===== config.mk =====
export PLATFORM = sky130hd
export DESIGN_NAME = noc_flit_collector
export DESIGN_NICKNAME = d
export VERILOG_FILES = /design/src/rtl/noc_flit_collector.sv
export SDC_FILE = /design/constraint.sdc
export NUM_CORES = 1
export LEC_CHECK = 0
export CAP_MARGIN = 20
export CORE_MARGIN = 1.5
export CORE_UTILIZATION = 55
export CTS_CLUSTER_DIAMETER = 50
export DETAILED_ROUTE_END_ITERATION = 7
export PLACE_DENSITY = 0.77
export SYNTH_ARGS = -nofsm -noshare
export SYNTH_HDL_FRONTEND = slang
export SYNTH_SLANG_ARGS = --single-unit

===== constraint.sdc =====
create_clock -name clk -period 5.19 [get_ports clk]
set_clock_uncertainty 0.15 [all_clocks]
set_input_delay 1.2975 -clock clk [delete_from_list [all_inputs] [get_ports clk]]
set_output_delay 1.2975 -clock clk [all_outputs]
set_load 0.02 [all_outputs]

===== src/rtl/noc_flit_collector.sv =====
// Packet sink for a mesh router Local port. It measures per-packet latency, queues one record
// per packet and keeps aggregate statistics. Defining COLLECTOR_LOG_EN adds a per-commit text log.
module noc_flit_collector #(
    parameter int DATA_WIDTH = 32,
    parameter int MODULE_ID  = 0,
    parameter int ID_W       = 6,
    parameter int PKTID_W    = 10,
    parameter int LEN_W      = 4,
    parameter int TS_W       = 32,
    parameter int REC_DEPTH  = 4
) (
    input  logic                  clk,
    input  logic                  reset,
    input  logic [DATA_WIDTH-1:0] PacketIn,
    input  logic                  ReqUpStr,
    output logic                  GntUpStr,
    output logic                  UpStrFull,
    output logic                  rec_valid,
    input  logic                  rec_ready,
    output logic [PKTID_W-1:0]    rec_pktid,
    output logic [ID_W-1:0]       rec_src,
    output logic [LEN_W-1:0]      rec_len,
    output logic [TS_W-1:0]       rec_latency,
    output logic                  rec_err,
    output logic [31:0]           pkt_count,
    output logic [31:0]           flit_count,
    output logic [15:0]           misroute_count,
    output logic [TS_W-1:0]       max_latency
);

    localparam int PTR_W = $clog2(REC_DEPTH);
    localparam int CNT_W = PTR_W + 1;
    localparam int REC_W = PKTID_W + ID_W + LEN_W + TS_W + 1;

    typedef enum logic [1:0] {HEAD, STAMP, BODY} state_t;

    state_t              state_q;
    logic                gnt_q;
    logic [TS_W-1:0]     cycleCnt_q;
    logic [PKTID_W-1:0]  pktId_q;
    logic [ID_W-1:0]     src_q;
    logic [ID_W-1:0]     dst_q;
    logic [LEN_W-1:0]    len_q;
    logic [LEN_W-1:0]    remaining_q;
    logic [TS_W-1:0]     latency_q;
    logic [31:0]         pktCount_q;
    logic [31:0]         flitCount_q;
    logic [15:0]         misroute_q;
    logic [TS_W-1:0]     maxLat_q;

    logic [REC_W-1:0]    fifoMem_q [REC_DEPTH];
    logic [PTR_W-1:0]    wrPtr_q;
    logic [PTR_W-1:0]    rdPtr_q;
    logic [CNT_W-1:0]    count_q;

    logic [PKTID_W-1:0]  hdrPktId;
    logic [ID_W-1:0]     hdrSrc;
    logic [ID_W-1:0]     hdrDst;
    logic [LEN_W-1:0]    hdrLen;
    logic [TS_W-1:0]     stampLat;
    logic                accept;
    logic                commit;
    logic                commitErr;
    logic [TS_W-1:0]     commitLat_d;
    logic                pop;
    logic                unusedBits;

    assign hdrPktId   = PacketIn[DATA_WIDTH-1 -: PKTID_W];
    assign hdrSrc     = PacketIn[DATA_WIDTH-1-PKTID_W -: ID_W];
    assign hdrDst     = PacketIn[DATA_WIDTH-1-PKTID_W-ID_W -: ID_W];
    assign hdrLen     = PacketIn[DATA_WIDTH-1-PKTID_W-2*ID_W -: LEN_W];
    assign stampLat   = cycleCnt_q - PacketIn[TS_W-1:0];
    assign unusedBits = ^PacketIn;

    assign UpStrFull = (count_q == CNT_W'(REC_DEPTH));
    assign rec_valid = (count_q != '0);
    assign pop       = rec_valid && rec_ready;
    assign commitErr = (dst_q != ID_W'(MODULE_ID));

    // A record slot is reserved when the header is admitted, so only headers see backpressure.
    always_comb begin
        accept      = ReqUpStr && !gnt_q && ((state_q != HEAD) || !UpStrFull);
        commit      = 1'b0;
        commitLat_d = latency_q;
        if (accept) begin
            case (state_q)
                STAMP: begin
                    commitLat_d = stampLat;
                    commit      = (len_q == '0);
                end
                BODY:    commit = (remaining_q == LEN_W'(1));
                default: commit = 1'b0;
            endcase
        end
    end

    always_ff @(posedge clk or negedge reset) begin
        if (!reset) begin
            state_q     <= HEAD;
            gnt_q       <= 1'b0;
            cycleCnt_q  <= '0;
            pktId_q     <= '0;
            src_q       <= '0;
            dst_q       <= '0;
            len_q       <= '0;
            remaining_q <= '0;
            latency_q   <= '0;
            pktCount_q  <= '0;
            flitCount_q <= '0;
            misroute_q  <= '0;
            maxLat_q    <= '0;
        end else begin
            cycleCnt_q <= cycleCnt_q + TS_W'(1);
            gnt_q      <= accept;
            if (accept) begin
                flitCount_q <= flitCount_q + 32'd1;
                case (state_q)
                    HEAD: begin
                        pktId_q     <= hdrPktId;
                        src_q       <= hdrSrc;
                        dst_q       <= hdrDst;
                        len_q       <= hdrLen;
                        remaining_q <= hdrLen;
                        state_q     <= STAMP;
                    end
                    STAMP: begin
                        latency_q <= stampLat;
                        state_q   <= (len_q == '0) ? HEAD : BODY;
                    end
                    BODY: begin
                        remaining_q <= remaining_q - LEN_W'(1);
                        if (remaining_q == LEN_W'(1)) state_q <= HEAD;
                    end
                    default: state_q <= HEAD;
                endcase
            end
            if (commit) begin
                pktCount_q <= pktCount_q + 32'd1;
                if (commitErr && (misroute_q != 16'hFFFF)) misroute_q <= misroute_q + 16'd1;
                if (commitLat_d > maxLat_q) maxLat_q <= commitLat_d;
            end
        end
    end

    // Record FIFO; the head entry drives rec_* directly from storage.
    always_ff @(posedge clk or negedge reset) begin
        if (!reset) begin
            for (int i = 0; i < REC_DEPTH; i++) fifoMem_q[i] <= '0;
            wrPtr_q <= '0;
            rdPtr_q <= '0;
            count_q <= '0;
        end else begin
            if (commit) begin
                fifoMem_q[wrPtr_q] <= {pktId_q, src_q, len_q, commitLat_d, commitErr};
                wrPtr_q            <= wrPtr_q + PTR_W'(1);
            end
            if (pop) rdPtr_q <= rdPtr_q + PTR_W'(1);
            case ({commit, pop})
                2'b10:   count_q <= count_q + CNT_W'(1);
                2'b01:   count_q <= count_q - CNT_W'(1);
                default: count_q <= count_q;
            endcase
        end
    end

    assign {rec_pktid, rec_src, rec_len, rec_latency, rec_err} = fifoMem_q[rdPtr_q];

    assign GntUpStr       = gnt_q;
    assign pkt_count      = pktCount_q;
    assign flit_count     = flitCount_q;
    assign misroute_count = misroute_q;
    assign max_latency    = maxLat_q;

`ifdef COLLECTOR_LOG_EN
    // Per-commit log line reported on the simulator console.
    always @(posedge clk) begin
        if (reset && commit)
            $display("Collector_Log_%0d: %0t; %0d; %0d; %0d; %0d; %0d; %0d; %0d", MODULE_ID,
                     $time, cycleCnt_q, src_q, MODULE_ID, pktId_q, len_q, commitLat_d, commitErr);
    end
`endif

endmodule

==> summary.md, run 1 <==
| Metric | Value |
|---|---|
| Clk sink count | `428` |
| R2R cell count | `19` |
| Antenna violations before repair | `1` |
| Area contributors post-synth | `dfrtp_1 (52%), mux2_2 (6.3%), mux4_2 (5.8%), ha_1 (4.7%), nand2_1 (4.4%)` |
| Fmax | `approximately 190 MHz` |
| Combinational share of power | `0.328` |
| CTS Buffer Depth | `3` |
| Max transition margin | `0.2441` |
| CTS Hold Buffers Added | `0` |
| Site row count | `70` |
| Vias per cell | `5.666` |
| Share of layout cells above drive strength 1 | `0.2506` |
| Lkg Pwr | `12.73 nW` |
| Mean area per synthesized cell | `about 11 um2` |
| Placer Congestion | `0.9299` |
| Cell breakdown of the critical path | `clkdlybuf4s50_1, inv_1, ha_4, o211ai_1, a21o_1, a21oi_2, nand2b_4, a31oi_1, xor2_1, buf_4, o21ai_1, ha_1, a21o_1, a21oi_1, o21ai_0, o2111ai_1, o211ai_1, a31oi_2, nor3_4, buf_6, mux2_2` |
| Tcrit/Tclk final | `0.9897` |
| Synthesis Warnings | `0` |
| Top-count cell post-synth | `dfrtp_1` |
| Final hold vios | `0` |
| Slew @ Worst Pin | `1.124 ns` |
| Filler cells | `2,525` |
| Crit path time final | `5.136 ns` |
| Reg-to-reg startpoint | `cycleCnt_q[2]` |
| Die ar. | `approximately 38,000 um2` |
| Vias in the first global route | `15,650` |
| GR Overflow Total | `0` |
| Sequential share of the synthesized area | `0.5239` |
| Family with the most delay on the worst path | `compound AO/OA/AOI/OAI gates` |
| Worst hold path depth | `1` |
| Seq cells post-synth | `428` |
| Sw Pwr | `about 0.0041 W` |
| Dominant synthesized flop cell | `dfrtp_1` |
| Post-synth top area cell | `dfrtp_1` |
| Die Y | `~200 um` |
| Number of synthesized flops with an enable pin | `0` |
| Drt total wl | `52,160 um` |
| Stages on worst setup path | `21` |
| Tot GR Track Use | `0.2735` |
| Endpoints failing setup | `0` |
| Yosys top cell area share | `0.5239` |
| Syn Std Cell Area | `20,440 um2` |
| Root buffer cell | `clkbuf_16` |
| Max VDD drop | `0.0003697 V` |
| First-pass GRT wire length | `82,600 um` |
| Worst path slowest cell | `clkdlybuf4s50_1` |
| Hold WC Path Type | `flop to flop` |
| Core Area | `36,610 um2` |
| WL/cell | `around 19 um` |
| Maxcap violations | `0` |
| CP Buf/Inv Count | `4` |
| Pwr Density | `between 400 and 500 nW/um2` |
| Synth cell count leaders | `dfrtp_1 (428), nand2_1 (242), o21ai_0 (164)` |
| H-tree levels | `2` |
| Post-synthesis cell count | `1,823` |
| Clk pwr share | `0.289` |
| Starting Density | `0.5584` |
| Slew Limit Fails | `0` |
| CP Data Required Time | `5.50 ns` |
| Run status | `complete, no violations` |
| Kind of critical path | `input port to flop` |
| Worst-Skew Late Latency | `0.59 ns` |
| CP max FO | `7` |
| DRT Pass-1 Iters | `5` |
| Power Internal | `between 0.008 and 0.009 W` |
| DP HPWL | `36,340 um` |
| Largest net degree at the start of global routing | `113` |
| # IOs | `204` |
| Crit path capture type | `flop` |
| Data arrival time of the critical path | `5.45 ns` |
| Total vias in the final route | `15,390` |
| Clock-pin slew on the worst setup and hold paths | `0.06 ns` |
| Post-DRT Antenna Nets | `0` |
| Library cells used by synthesis | `70` |
| CP Launch Point | `PacketIn[2]` |
| Crit path launch type | `input port` |
| Setup_tns | `0 ns` |
| Total Power | `0.01234 W` |
| PortBufs | `203` |
| Peak per-stage delay on the critical path | `about 0.45 ns` |
| Die Width | `195.8 um` |
| Asr flop ratio synth | `1.000` |
| DRT iter0 DRCs | `794` |
| Switching part of the total | `0.3337` |
| Fin nets | `2,324` |
| CTS Buf Count | `46` |
| Residual DRC count | `0` |
| Synth-to-layout area growth | `30.87%` |
| CTS tree | `yes` |
| Synth Net Count | `1,938` |
| Reg power frac | `0.383` |
| Min-delay src | `flit_count[31]` |
[power by group through the flow]
stage | Combinational [W] | Sequential (W) | Clock, W
2_1_floorplan | 0.00213 | 0.00465 | 0
3_3_place_gp | 0.00375 | 0.00471 | 0
3_5_place_dp | 0.00387 | 0.00476 | 0
4_1_cts | 0.00393 | 0.00472 | 0.00363
5_1_grt | 0.00439 | 0.00483 | 0.00376
6_report | 0.00405 | 0.00473 | 0.00357
[path summary, 6_finish.rpt]
path | end | slack (ns)
setup reg to reg | max_latency[30] | 0.80
setup / recovery | max_latency[30] | 0.05
hold / removal | flit_count[31] | 0.32
hold reg to reg | flit_count[31] | 0.32
max in group asynchronous | fifoMem_q[57] | 3.15
min in group asynchronous | flit_count[21] | 0.63
[per-layer routing]
metal  global-route usage  share of wire  vias to the layer above
li1                     -              -                     7136
met1               0.3567           0.42                     7761
met2               0.4481           0.49                      377
met3              0.05535          0.051                      116
met4               0.1171          0.040                        0
met5                    0              0                        -
[logic make-up (layout without fill, tap and decap cells)]
family	Yosys count	count (layout)	share of synthesized area
compound gates	309	309	0.08783
xor+xnor	137	137	0.05869
fa+ha+maj	79	79	0.04908
buf+inv	182	606	0.03409
flops	428	428	0.5239
mux	195	195	0.1350
other cells	0	1	0
simple gates	493	493	0.1115
[registers in the layout, summed over array words and instances (netlist names), 4 cells and up]
register and count:
fifoMem_q 212, cycleCnt_q 32, flit_count 32, latency_q 32, max_latency 32, pkt_count 32, misroute_count 16, pktId_q 10
dst_q 6, src_q 6, len_q 4, remaining_q 4
[what timing repair did]
item / 4_1_cts / 5_1_grt
buffers inserted: 3 / 14
pin swaps: 3 / 52
gates resized for setup: 15 / 85
cloned: 0 / 1
endpoints found under the setup margin: 32 / 32
[metrics by stage]
stage	util	hold WS, ns	std cells	area, um2	setup WS [ns]
after floorplan	-	0.2914	1823	20450	0.02258
after global placement	0.6670	0.3053	2611	24420	-1.069
after detailed placement	0.6670	0.3162	2611	24420	-1.156
after CTS	0.7156	0.3283	2700	26200	0.007840
after global routing	0.7308	0.3481	2716	26750	-0.07080
final	0.7308	0.3223	2716	26750	0.05363
[cell type report]
class,count,area [um2],area share
inverter,110,415.4,0.01553
sequential,428,10720,0.4005
tap,468,585.6,0.02189
multi-input combinational,1213,9547,0.3568
antenna,1,2.502,0.00009353
timing repair buffer,410,3815,0.1426
clock inverter,28,386.6,0.01445
clock buffer,58,1287,0.04812
[layout by cell type (no fill, tap or decap), drive strengths merged, types with 9 or more instances in the layout]
cell type	n
a211oi	9
a21o	12
a21oi	56
a31oi	11
and3	22
buf	207
clkbuf	59
clkdlybuf4s50	199
clkinv	10
dfrtp	428
ha	77
inv	113
mux2	115
mux2i	27
mux4	53
nand2	242
nand3	50
nand4	37
nor2	76
nor3	24
o21a	16
o21ai	169
xnor2	84
xor2	53
(Power assumes the default switching activity.)
==> inputs of run 2 (changes only) <==
--- a/config.mk
+++ b/config.mk
@@ -9,6 +9,7 @@
 export CORE_MARGIN = 1.5
 export CORE_UTILIZATION = 55
 export CTS_CLUSTER_DIAMETER = 50
+export CTS_CLUSTER_SIZE = 25
 export DETAILED_ROUTE_END_ITERATION = 7
 export PLACE_DENSITY = 0.77
 export SYNTH_ARGS = -nofsm -noshare
==> summary.md, run 2 (same netlist as run 1, synthesis figures left out) <==
| Metric | Value |
|---|---|
| Run status | `complete, no violations` |
| Filler cells | `2,504 (-0.83%)` |
| Endpoints failing setup | `0 (unchanged)` |
| Fin nets | `2,326 (+0.086%)` |
| Worst-Skew Late Latency | `0.59 ns (about the same)` |
| Post-DRT Antenna Nets | `0 (unchanged)` |
| WHS | `0.3240 ns (+0.001709 ns)` |
| Number of flip-flops in the largest register | `212 (unchanged)` |
| First-pass GRT wire length | `82,460 um (-0.17%)` |
| Site row count | `70 (unchanged)` |
| # diodes | `0 (-1)` |
| Placer Congestion | `0.9299 (unchanged)` |
| Clk sink count | `428 (unchanged)` |
| Data arrival time of the critical path | `5.49 ns (+0.04 ns)` |
| DRT iter0 DRCs | `840 (+5.8%)` |
| CTS Hold Buffers Added | `0 (unchanged)` |
| Tcrit/Tclk final | `0.9965 (+0.006786)` |
| Total vias in the final route | `15,380 (-0.058%)` |
| CTS Buffer Depth | `3 (unchanged)` |
| Flop-to-flop setup slack | `0.69 ns (-0.11 ns)` |
| Slew @ Worst Pin | `1.058 ns (-0.06601 ns)` |
| CP Data Required Time | `5.51 ns (about the same)` |
| R2R cell count | `22 (+3)` |
| Biggest register | `fifoMem_q` |
| Setup_tns | `0 ns (unchanged)` |
| WL/cell | `19.36 um (+0.83%)` |
| Crit Reg-Reg Endpoint | `max_latency[30]` |
| Lkg Pwr | `12.69 nW (-0.32%)` |
| Kind of critical path | `input port to flop` |
| PortBufs | `203 (unchanged)` |
| Root buffer cell | `clkbuf_16` |
| Synth-to-layout area growth | `30.82% (about the same)` |
| Worst hold endpoint | `flit_count[31]` |
| Placed insts | `2,611 (unchanged)` |
| DRT Pass-1 Iters | `5 (unchanged)` |
| GR Overflow Total | `0 (unchanged)` |
| Max VDD drop | `0.0003764 V (+1.8%)` |
| Share of layout cells above drive strength 1 | `0.2572 (+0.006688)` |
| Reg-to-reg startpoint | `cycleCnt_q[0]` |
| Crit path time final | `5.172 ns (+0.03522 ns)` |
| Largest net degree at the start of global routing | `113 (unchanged)` |
| Final hold vios | `0 (unchanged)` |
| CP max FO | `7 (unchanged)` |
| Vias in the first global route | `15,560 (-0.57%)` |
| Starting Density | `0.5584 (unchanged)` |
| CTS Buf Count | `41 (-11%)` |
| Maxcap violations | `0 (unchanged)` |
| Max transition margin | `0.2885 (+0.04441)` |
| Layout Cells excl Fill | `2,711 (-0.18%)` |
| Core Area | `36,610 um2 (unchanged)` |
| Tot GR Track Use | `0.2724 (-0.001061)` |
| Die Width | `195.8 um (unchanged)` |
| Worst hold path depth | `1 (unchanged)` |
| Die Y | `195.8 um (unchanged)` |
| Vias per cell | `5.674 (+0.13%)` |
| Clock-pin slew on the worst setup and hold paths | `0.08 ns (+0.02 ns)` |
| DP HPWL | `36,340 um (unchanged)` |
| CP Launch Point | `PacketIn[6]` |
| Crit path capture type | `flop` |
| H-tree levels | `2 (unchanged)` |
| Most common cell after layout, fill and taps aside | `dfrtp_1` |
| Slew Limit Fails | `0 (unchanged)` |
| Die ar. | `38,340 um2 (unchanged)` |
| Fmax | `193.4 MHz (-0.68%)` |
| Hold WC Path Type | `flop to flop` |
| Residual DRC count | `0 (unchanged)` |
| CTS tree | `yes` |
| Crit path launch type | `input port` |
| Min-delay src | `flit_count[31]` |
| Pwr Density | `453.1 nW/um2 (-1.8%)` |
| Most frequent cells in the layout | `dfrtp_1 (426), nand2_1 (235), clkdlybuf4s50_1 (195), buf_4 (195), o21ai_0 (154)` |
| # IOs | `204 (unchanged)` |
| Drt total wl | `52,490 um (+0.64%)` |
| Antenna violations before repair | `0 (-1)` |
==> run 2: changes by cell type in the layout (fill, tap and decap cells not counted), sizes merged, moves of 4 or more <==
cell / delta
clkinvlp: -4
clkbuf: -13
clkdlybuf4s50: -4
buf: +7
bufinv: -5
inv: +12
dlymetal6s2s: +4
==> run 2: worst max path at each step <==
stage | endpoint
finish | max_latency[30]
global route | max_latency[30]
CTS | max_latency[28]
detailed placement | max_latency[17]
global placement | max_latency[29]
floorplan | max_latency[21]
==> run 2: metrics by stage <==
step	worst slack (ns)	area (um2)	util	power, W
finish	0.01841	26740	0.7305	0.01212
global route	-0.09443	26740	0.7305	0.01276
floorplan	0.02258	20450	-	0.006781
detailed placement	-1.156	24420	0.6670	0.008632
CTS	-0.008752	26000	0.7103	0.01191
global placement	-1.069	24420	0.6670	0.008467
==> run 2: what timing repair did <==
action | CTS | global route
pin swaps | 4 | 69
buffers inserted | 4 | 20
cloned | 0 | 1
resized for setup | 16 | 113
endpoints found under the setup margin | 32 | 32
==> run 2: critical path, stage by stage <==
cell and delay [ns]:
clkdlybuf4s50_1 0.51, inv_2 0.09, ha_4 0.30, buf_4 0.10, nand2_1 0.06, a21oi_2 0.17, o21ai_1 0.10, a31o_2 0.29
o21ai_2 0.20, xnor2_2 0.15, o21a_1 0.21, inv_2 0.08, ha_4 0.27, nand4_1 0.15, nor2_2 0.20, nand2_1 0.09
o211ai_1 0.30, a31oi_2 0.16, nor3_4 0.24, buf_6 0.18, mux2_2 0.34
==> run 2: where the power goes <==
| group | total (W) | leakage [nW] | internal (W) | switching (W) |
|---|---|---|---|---|
| Sequential | 0.00472 | 5.67 | 0.00411 | 0.000613 |
| Clock | 0.00322 | 0.710 | 0.00174 | 0.00148 |
| Combinational | 0.00418 | 6.31 | 0.00201 | 0.00217 |
==> run 2: area by class of cell <==
cell class              instances  area, um2  area share
flip-flops and latches        428      10720      0.4007
clock buffers                  45       1071     0.04005
inverters                     110      415.4     0.01553
clock inverters                30      392.9     0.01469
repair buffers                417       3877      0.1450
multi-input cells            1213       9687      0.3622
well taps                     468      585.6     0.02189
==> run 2: per-layer routing <==
| metal | track usage | vias to the layer above | share of wire |
|---|---|---|---|
| met2 | 0.4595 | 384 | 0.50 |
| met5 | 0 | - | 0 |
| met1 | 0.3607 | 7784 | 0.42 |
| met3 | 0.04521 | 85 | 0.049 |
| li1 | - | 7128 | - |
| met4 | 0.09202 | 0 | 0.028 |
==> inputs of run 3 (changes only) <==
--- a/config.mk
+++ b/config.mk
@@ -11,6 +11,7 @@
 export CTS_CLUSTER_DIAMETER = 50
 export CTS_CLUSTER_SIZE = 25
 export DETAILED_ROUTE_END_ITERATION = 7
+export GPL_ROUTABILITY_DRIVEN = 0
 export PLACE_DENSITY = 0.77
 export SYNTH_ARGS = -nofsm -noshare
 export SYNTH_HDL_FRONTEND = slang
==> constraint.sdc (replaced) <==
create_clock -name clk -period 6.65 [get_ports clk]
set_clock_uncertainty 0.15 [all_clocks]
set_input_delay 1.6625 -clock clk [delete_from_list [all_inputs] [get_ports clk]]
set_output_delay 1.6625 -clock clk [all_outputs]
set_load 0.02 [all_outputs]
==> summary.md, run 3 (same netlist as run 1, synthesis figures left out) <==
| Metric | Value |
|---|---|
| Run status | `complete, no violations` |
| Post-DRT Antenna Nets | `0 (unchanged)` |
| Starting Density | `0.5584 (unchanged)` |
| Setup_tns | `0 ns (unchanged)` |
| Site row count | `70 (unchanged)` |
| Min-delay src | `flit_count[31]` |
| Share of layout cells above drive strength 1 | `0.1492 (-0.1080)` |
| CP Data Required Time | `6.91 ns (+1.40 ns)` |
| Post-CTS setup buffers | `0 (-4)` |
| # IOs | `204 (unchanged)` |
| First-pass GRT wire length | `80,040 um (-2.9%)` |
| Switching part of the total | `0.3529 (+0.0009148)` |
| Reg power frac | `0.409 (+0.020)` |
| Lkg Pwr | `11.68 nW (-7.9%)` |
| Clk sink count | `428 (unchanged)` |
| Register area | `10,720 um2 (unchanged)` |
| Final hold vios | `0 (unchanged)` |
| Die ar. | `38,340 um2 (unchanged)` |
| RSZ-0062 raised after global routing | `false` |
| Tot GR Track Use | `0.2647 (-0.007757)` |
| Combinational share of power | `0.313 (-0.032)` |
| Die Width | `195.8 um (unchanged)` |
| Pwr Density | `367.5 nW/um2 (-19%)` |
| Most common cell after layout, fill and taps aside | `dfrtp_1` |
| Crit path launch type | `input port` |
| Final Cell Area | `24,630 um2 (-7.9%)` |
| Reg-to-reg startpoint | `cycleCnt_q[0]` |
| Post_cts resized | `0 (-16)` |
| CTS Hold Buffers Added | `0 (unchanged)` |
| Hold WC Path Type | `flop to flop` |
| DRT Pass-1 Iters | `6 (+1)` |
| Kind of critical path | `input port to flop` |
| Maxcap violations | `0 (unchanged)` |
| Endpoints failing setup | `0 (unchanged)` |
| Fin nets | `2,154 (-7.4%)` |
| Die Y | `195.8 um (unchanged)` |
| PortBufs | `203 (unchanged)` |
| Crit path capture type | `flop` |
| Filler cells | `2,748 (+9.7%)` |
| Residual DRC count | `0 (unchanged)` |
| Clk pwr share | `0.278 (+0.012)` |
| GR Overflow Total | `0 (unchanged)` |
| Data arrival time of the critical path | `6.29 ns (+0.80 ns)` |
| Max VDD drop | `0.0003118 V (-17%)` |
| Drt total wl | `49,510 um (-5.7%)` |
| Slew Limit Fails | `0 (unchanged)` |
| Max transition margin | `0.2890 (+0.0005090)` |
| Vias per cell | `5.721 (+0.83%)` |
| CP max FO | `10 (+3)` |
| Clock-pin slew on the worst setup and hold paths | `0.07 ns (about the same)` |
| Root buffer cell | `clkbuf_16` |
| Worst-Skew Late Latency | `0.56 ns (-0.03 ns)` |
| Number of flip-flops in the largest register | `212 (unchanged)` |
| H-tree levels | `2 (unchanged)` |
| Fmax | `roughly 170 MHz` |
| Total vias in the final route | `14,530 (-5.6%)` |
| DRT iter0 DRCs | `997 (+19%)` |
| Synth-to-layout area growth | `20.50%` |
| Largest net degree at the start of global routing | `116 (+2.7%)` |
| CTS tree | `yes` |
| CP Launch Point | `PacketIn[0]` |
| DP HPWL | `34,520 um (-5.0%)` |
| Antenna violations before repair | `0 (unchanged)` |
| Multi-input gate area | `9054 um2 (-6.5%)` |
| Slew @ Worst Pin | `1.057 ns (-0.0007565 ns)` |
| Cell Area, Placed | `23,160 um2 (-5.1%)` |
| Tcrit/Tclk final | `0.9064` |
| Biggest register | `fifoMem_q` |
| Crit path time final | `~6.0 ns` |
| # diodes | `0 (unchanged)` |
| Flop-to-flop setup slack | `1.72 ns (+1.03 ns)` |
| CTS Buf Count | `42 (+2.4%)` |
| Most frequent cells in the layout | `dfrtp_1 (426), nand2_1 (237), clkdlybuf4s50_1 (202), o21ai_0 (164), mux2_2 (115)` |
| CTS Buffer Depth | `3 (unchanged)` |
| Core Area | `36,610 um2 (unchanged)` |
| Power Internal | `0.005858 W (-25%)` |
| Vias in the first global route | `14,740 (-5.3%)` |
| Sw Pwr | `0.003194 W (-25%)` |
| WL/cell | `19.50 um (+0.72%)` |
==> run 3: cell type report <==
| class | count | share of cell area |
|---|---|---|
| well taps | 468 | 0.02377 |
| multi-input cells | 1213 | 0.3675 |
| flip-flops and latches | 428 | 0.4350 |
| inverters | 110 | 0.01686 |
| clock buffers | 46 | 0.04414 |
| repair buffers | 244 | 0.09722 |
| clock inverters | 30 | 0.01549 |
==> run 3: worst max-delay path: stages <==
cell and delay, ns:
clkdlybuf4s50_1 0.42, ha_1 0.23, fa_1 0.42, nand2b_1 0.18
a21oi_1 0.29, nor3_1 0.15, nor3_2 0.19, a41oi_1 0.27
o41ai_2 0.42, xnor2_1 0.17, o21ai_2 0.13, ha_1 0.32
nand4_1 0.10, nor2_1 0.20, nand2_1 0.09, nor4_1 0.41
nor3_2 0.12, buf_4 0.21, buf_4 0.18, mux2i_1 0.12
==> run 3: layer usage <==
| layer | up-vias | GRT usage | wire length, um |
|---|---|---|---|
| met5 | - | 0 | 0 |
| met3 | 94 | 0.03713 | 2452 |
| li1 | 6793 | - | - |
| met4 | 0 | 0.08775 | 1531 |
| met1 | 7213 | 0.3735 | 22230 |
| met2 | 425 | 0.4266 | 23300 |
==> run 3: path summary, 6_finish.rpt <==
path                       depth (start not counted)                  to
setup / recovery                                  20      max_latency[5]
hold / removal                                     1      flit_count[31]
setup reg to reg                                  20      max_latency[5]
hold reg to reg                                    1      flit_count[31]
max in group asynchronous                          2       fifoMem_q[10]
min in group asynchronous                          1  misroute_count[10]
==> run 3: through the flow <==
step	power, W	instances	setup WS, ns	hold slack [ns]	util
finish	0.009052	2539	0.6226	0.3158	0.6729
global route	0.009543	2539	0.3368	0.3442	0.6729
CTS	0.009112	2539	0.6917	0.3246	0.6729
detailed placement	0.006552	2463	0.1512	0.3154	0.6327
global placement	0.006436	2463	0.2865	0.3036	0.6327
floorplan	0.005291	1823	0.9991	0.2914	-
==> run 3: power by group through the flow <==
stage / clock network (W) / registers [W] / logic, W
floorplan: 0 / 0.00363 / 0.00166
global placement: 0 / 0.00370 / 0.00274
detailed placement: 0 / 0.00374 / 0.00281
CTS: 0.00256 / 0.00370 / 0.00285
global route: 0.00266 / 0.00378 / 0.00310
finish: 0.00252 / 0.00370 / 0.00283
